**config.mk**
```make
export PLATFORM = sky130hd
export DESIGN_NAME = sink_flat
export DESIGN_NICKNAME = d
export VERILOG_FILES = /design/src/rtl/sink_if.sv /design/src/rtl/sink.sv /design/src/flat_wrapper.sv
export SDC_FILE = /design/constraint.sdc
export NUM_CORES = 1
export LEC_CHECK = 0
export CORE_MARGIN = 2
export CORE_UTILIZATION = 40
export DETAILED_ROUTE_END_ITERATION = 8
export MAX_ROUTING_LAYER = met4
export SLEW_MARGIN = 20
export SYNTH_ARGS = -nofsm -noshare
export SYNTH_HDL_FRONTEND = slang
export SYNTH_SLANG_ARGS = --single-unit
```
**constraint.sdc**
```tcl
create_clock -name clk -period 4.1 [get_ports clk]
set_clock_uncertainty 0.2 [all_clocks]
set_input_delay 0.82 -clock clk [delete_from_list [all_inputs] [get_ports clk]]
set_output_delay 0.82 -clock clk [all_outputs]
set_load 0.02 [all_outputs]
```
**src/rtl/sink_if.sv**
```systemverilog
// valid/ready stream interface shared by the incrementing-data source and the sink.
interface valid_ready #(
    parameter int DATA_WIDTH = 8
);
    logic                  valid;
    logic                  ready;
    logic [DATA_WIDTH-1:0] data;

    modport Master (output valid, output data, input ready);
    modport Slave  (input valid, input data, output ready);
endinterface

```
**src/rtl/sink.sv**
```systemverilog
// Stream sink: throttles ready by a programmable idle delay and checks for a +1 sequence from 1.
// Optional SINK_RESYNC_EN: on a mismatch the checker re-locks to the incoming word.
module sink #(
    parameter int DATA_WIDTH  = 8,
    parameter int DELAY_BITS  = 3,
    parameter int COUNT_WIDTH = 16
) (
    input  logic                   clk,
    input  logic                   reset,
    input  logic [DELAY_BITS-1:0]  delay,
    valid_ready.Slave              vrBus,
    output logic [DATA_WIDTH-1:0]  last_data,
    output logic [COUNT_WIDTH-1:0] rx_count,
    output logic [COUNT_WIDTH-1:0] err_count,
    output logic                   error
);

    typedef enum logic [2:0] {
        RESET_STATE   = 3'b001,
        PROCESS_DELAY = 3'b010,
        WAIT_DATA     = 3'b100
    } state_t;

    state_t                 state_q, state_d;
    logic [DELAY_BITS-1:0]  delay_count_q, delay_count_d;
    logic [DATA_WIDTH-1:0]  expected_q, expected_d;
    logic [DATA_WIDTH-1:0]  last_data_q, last_data_d;
    logic [COUNT_WIDTH-1:0] rx_count_q, rx_count_d;
    logic [COUNT_WIDTH-1:0] err_count_q, err_count_d;
    logic                   error_q, error_d;

    logic [DELAY_BITS:0]    count_next;
    logic                   handshake;
    logic                   mismatch;

    // Ready comes straight off the state register, so valid and delay never reach it combinationally.
    assign vrBus.ready = (state_q == WAIT_DATA);
    assign handshake   = vrBus.valid && (state_q == WAIT_DATA);
    assign mismatch    = (vrBus.data != expected_q);
    assign count_next  = {1'b0, delay_count_q} + {{DELAY_BITS{1'b0}}, 1'b1};

    always_comb begin
        state_d       = state_q;
        delay_count_d = delay_count_q;
        expected_d    = expected_q;
        last_data_d   = last_data_q;
        rx_count_d    = rx_count_q;
        err_count_d   = err_count_q;
        error_d       = error_q;

        unique case (state_q)
            RESET_STATE: begin
                delay_count_d = '0;
                state_d       = (delay == '0) ? WAIT_DATA : PROCESS_DELAY;
            end
            PROCESS_DELAY: begin
                delay_count_d = count_next[DELAY_BITS-1:0];
                // Compare against the live delay so a lowered delay exits on the next edge.
                if (count_next >= {1'b0, delay})
                    state_d = WAIT_DATA;
            end
            WAIT_DATA: begin
                if (handshake) begin
                    last_data_d = vrBus.data;
                    if (rx_count_q != '1)
                        rx_count_d = rx_count_q + COUNT_WIDTH'(1);
                    if (mismatch) begin
                        error_d = 1'b1;
                        if (err_count_q != '1)
                            err_count_d = err_count_q + COUNT_WIDTH'(1);
                    end
`ifdef SINK_RESYNC_EN
                    expected_d = mismatch ? vrBus.data + DATA_WIDTH'(1)
                                          : expected_q + DATA_WIDTH'(1);
`else
                    expected_d = expected_q + DATA_WIDTH'(1);
`endif
                    delay_count_d = '0;
                    state_d       = (delay == '0) ? WAIT_DATA : PROCESS_DELAY;
                end
            end
            default: begin
                state_d = RESET_STATE;
            end
        endcase
    end

    always_ff @(posedge clk or negedge reset) begin
        if (!reset) begin
            state_q       <= RESET_STATE;
            delay_count_q <= '0;
            expected_q    <= DATA_WIDTH'(1);
            last_data_q   <= '0;
            rx_count_q    <= '0;
            err_count_q   <= '0;
            error_q       <= 1'b0;
        end else begin
            state_q       <= state_d;
            delay_count_q <= delay_count_d;
            expected_q    <= expected_d;
            last_data_q   <= last_data_d;
            rx_count_q    <= rx_count_d;
            err_count_q   <= err_count_d;
            error_q       <= error_d;
        end
    end

    assign last_data = last_data_q;
    assign rx_count  = rx_count_q;
    assign err_count = err_count_q;
    assign error     = error_q;

endmodule

```
**src/flat_wrapper.sv**
```systemverilog
// flat-port wrapper written by rule: the top's interface ports become plain ports
module sink_flat 
#(
    parameter int DATA_WIDTH  = 8,
    parameter int DELAY_BITS  = 3,
    parameter int COUNT_WIDTH = 16
)
  (clk, reset, delay, last_data, rx_count, err_count, error, vrBus_valid, vrBus_data, vrBus_ready);
  valid_ready #(.DATA_WIDTH(DATA_WIDTH)) vrBus_i ();
  input  logic clk;
  input  logic reset;
  input  logic [DELAY_BITS-1:0] delay;
  output logic [DATA_WIDTH-1:0] last_data;
  output logic [COUNT_WIDTH-1:0] rx_count;
  output logic [COUNT_WIDTH-1:0] err_count;
  output logic error;
  input wire logic [$bits(vrBus_i.valid)-1:0] vrBus_valid;
  input wire logic [$bits(vrBus_i.data)-1:0] vrBus_data;
  output wire logic [$bits(vrBus_i.ready)-1:0] vrBus_ready;
  assign vrBus_i.valid = vrBus_valid;
  assign vrBus_i.data = vrBus_data;
  assign vrBus_ready = vrBus_i.ready;
  sink #(.DATA_WIDTH(DATA_WIDTH), .DELAY_BITS(DELAY_BITS), .COUNT_WIDTH(COUNT_WIDTH)) u_core (.clk(clk), .reset(reset), .delay(delay), .vrBus(vrBus_i), .last_data(last_data), .rx_count(rx_count), .err_count(err_count), .error(error));
endmodule
```
==> metrics.cfg <==
[outcome]
status=completed

[synthesis]
syn_area_um2=2800
yosys.area_share.simple_pct=20.2
synth_seq_cells=55
synth_edf_count=0
synth_compound_area_share_pct=6.17
synth_warnings=0
postSynthCellCount=246
synth_xor_area_share_pct=13.5
synth_cell_type_count=47
synth-adder-area-share_pct=3.13
synth_top_family_by_area=simple AND/OR/NAND/NOR gates
synth_ff_type=dfrtp_1
syn-mean-instance-area_um2=11.4
yosysSeqAreaShare_pct=49.3
async_flop_share_pct=100
synthMuxAreaShare_pct=5.32
synth.net_count=267

[power_and_ir_drop]
p_per_area_nw_per_um2=460
internal_power_w=0.00111
p_comb_share_pct=30.8
p_sw_w=0.000523
power_frac_seq_pct=46.8
ir_drop_v=0.000309
power_frac_clock_pct=22.4
netSwitchingFraction_pct=32.0
leakagePower_nw=1.58

[clock_network]
cts_buffers=5
cts_tree=built
root_buffer=clkbuf_8
ctsResizeCount=0
h-tree-depth=2
clock_sinks=55
clk_latency_ps=300
hold_buffers=0
cts_buffer_depth=2
clkTransAtPathRegs_ps=90
post_cts_buffers=0

[place]
portBuffers=55
dpl.cell_count=394
dp_hpwl_um=3790
place_congestion=0.761

[worst_setup_path]
cpLargestDelayFamily=buffers and inverters
critPathMaxFanout=8
cpPeakStageDelay_ps=650
worstSetupPathType=reg -> out
crit_buf_inv=2
arrival_ps=1770
crit_path_top_delay_cell=clkdlybuf4s50_1
start_kind=flip-flop
end_kind=primary output
required_ps=3080
path_cells=inv_1 > nor3_1 > clkdlybuf4s50_1

[cells_and_area]
multi_input_area_um2=1350
layout_commonest_cell=clkdlybuf4s50_1
diodes=0
layout_common_cells=clkdlybuf4s50_1 (54), dfrtp_1 (53), xnor2_1 (22)
regArea_um2=1380
nets=326
layout.cells.non_filler=402
flow.area_growth_from_synthesis_pct=27.4
drive_gt1_share_pct=11.8
nFillCells=630

[sta]
worst_pin_slew_ps=862
final_hold_viol_count=0
setup_viol=0
max_freq_mhz=359
fin_tns_setup_ps=0
relSlewSlack_pct=42.5
grt_setup_unrepaired=no
period_minus_slack_ps=2790
min_period_over_period_pct=68.0
drv_slew=0

[floorplan]
pin_count=56
die_w_um=87.6
initial_core_util_pct=41.2
core.rowCount=30
dieArea_um2=7680
core_um2=6790
die_h_um=87.6

[grt]
use_met3_pct=2.92
grt_pass1_vias=1949
top_usage_layer=met2
met2_usage_pct=23.6
grt_pass1_wl_um=9070
overflow=0
antenna_found_initial=0
gr-usage-met1_pct=20.5
grt_use_total_pct=15.2
grt_max_degree=40

[routing]
wl_um=5170
drtPass1Iterations=4
drc=0
via_per_inst=4.87
drt-initial-drc-count=84
antenna_left=0
dr_total_vias=1958
routedWlPerCell_um=12.9

[min_path]
min_path_type=reg -> reg

[run]
max_cap_violations=0

## synth_stat cells, types with 2 or more instances
cell type / count / share of area [%]
nand2_1: 15 / 2.0
nand2b_1: 4 / 0.89
buf_2: 2 / 0.36
xor2_1: 21 / 6.6
nand3_1: 15 / 2.7
dfrtp_1: 53 / 47
o21ai_0: 7 / 1.3
ha_1: 7 / 3.1
a211oi_1: 2 / 0.54
dfstp_2: 2 / 1.9
nor4_1: 6 / 1.3
and4_1: 4 / 1.3
nor2_1: 11 / 1.5
nand4_1: 10 / 2.2
nor3_1: 10 / 1.8
inv_1: 9 / 1.2
xnor2_1: 22 / 6.9
mux2_2: 11 / 4.4
a21oi_1: 5 / 0.89
and3_1: 3 / 0.67
## power groups by stage
stage / registers, W / logic (W) / clock network (W)
floorplan: 0.000822 / 0.000247 / 0
global route: 0.000788 / 0.000558 / 0.000408
finish: 0.000767 / 0.000504 / 0.000367
CTS: 0.000767 / 0.000510 / 0.000383
detailed placement: 0.000777 / 0.000509 / 0
global placement: 0.000777 / 0.000501 / 0
## state kept, by name, indices dropped and copies added, names as in the netlist
register,count
u_core.state_q,3
u_core.expected_q,8
u_core.last_data,8
u_core.rx_count,16
u_core.error,1
u_core.err_count,16
u_core.delay_count_q,3
## final timing paths
kind | to | start | cells after the start | slack, ps
worst min register to register | u_core.error | u_core.error | 1 | 270
worst min-delay path | u_core.error | u_core.error | 1 | 270
worst max register to register | u_core.err_count[15] | u_core.state_q[1] | 5 | 1950
min in group asynchronous | u_core.last_data[6] | reset | 1 | 420
worst max-delay path | vrBus_ready | u_core.state_q[2] | 3 | 1310
max in group asynchronous | u_core.expected_q[0] | reset | 2 | 2450
## cell type report
cell class / count / area share [%]
clock buffer: 6 / 2.32
tap: 96 / 3.37
inverter: 9 / 0.948
clock inverter: 2 / 0.983
timing repair buffer: 57 / 15.7
multi-input combinational: 177 / 37.9
sequential: 55 / 38.7
## through the flow
step | util, % | worst slack (ps) | hold WS [ps] | instance area [µm²] | total power [W]
CTS | 52.4 | 1290 | 280 | 3560 | 0.00166
finish | 52.4 | 1310 | 274 | 3560 | 0.00164
global placement | 50.7 | 1170 | 252 | 3440 | 0.00128
floorplan | - | 1970 | 262 | 2800 | 0.00107
detailed placement | 50.7 | 1150 | 256 | 3440 | 0.00129
global route | 52.4 | 1170 | 311 | 3560 | 0.00175
## kinds of logic after synthesis
kind of cell,Yosys count
AND/OR/NAND/NOR,91
multiplexers,13
adder cells (fa/ha/maj),7
AO/OA/AOI/OAI,23
XOR/XNOR,43
buffers and inverters,14
flip-flops,55
## worst reg2reg max path, cell delays in order (launching register included)
cell	delay, ps
dfrtp_1	520
and4bb_1	310
buf_4	240
o21ai_4	190
nor3_1	230
mux2_2	350
## routing by layer
layer  up-vias  part of all wire, %
met5         -                    0
met2        42                   46
met1       923                   49
li1        988                    -
met4         0                 0.87
met3         5                  3.7
(Power assumes the default switching activity.)
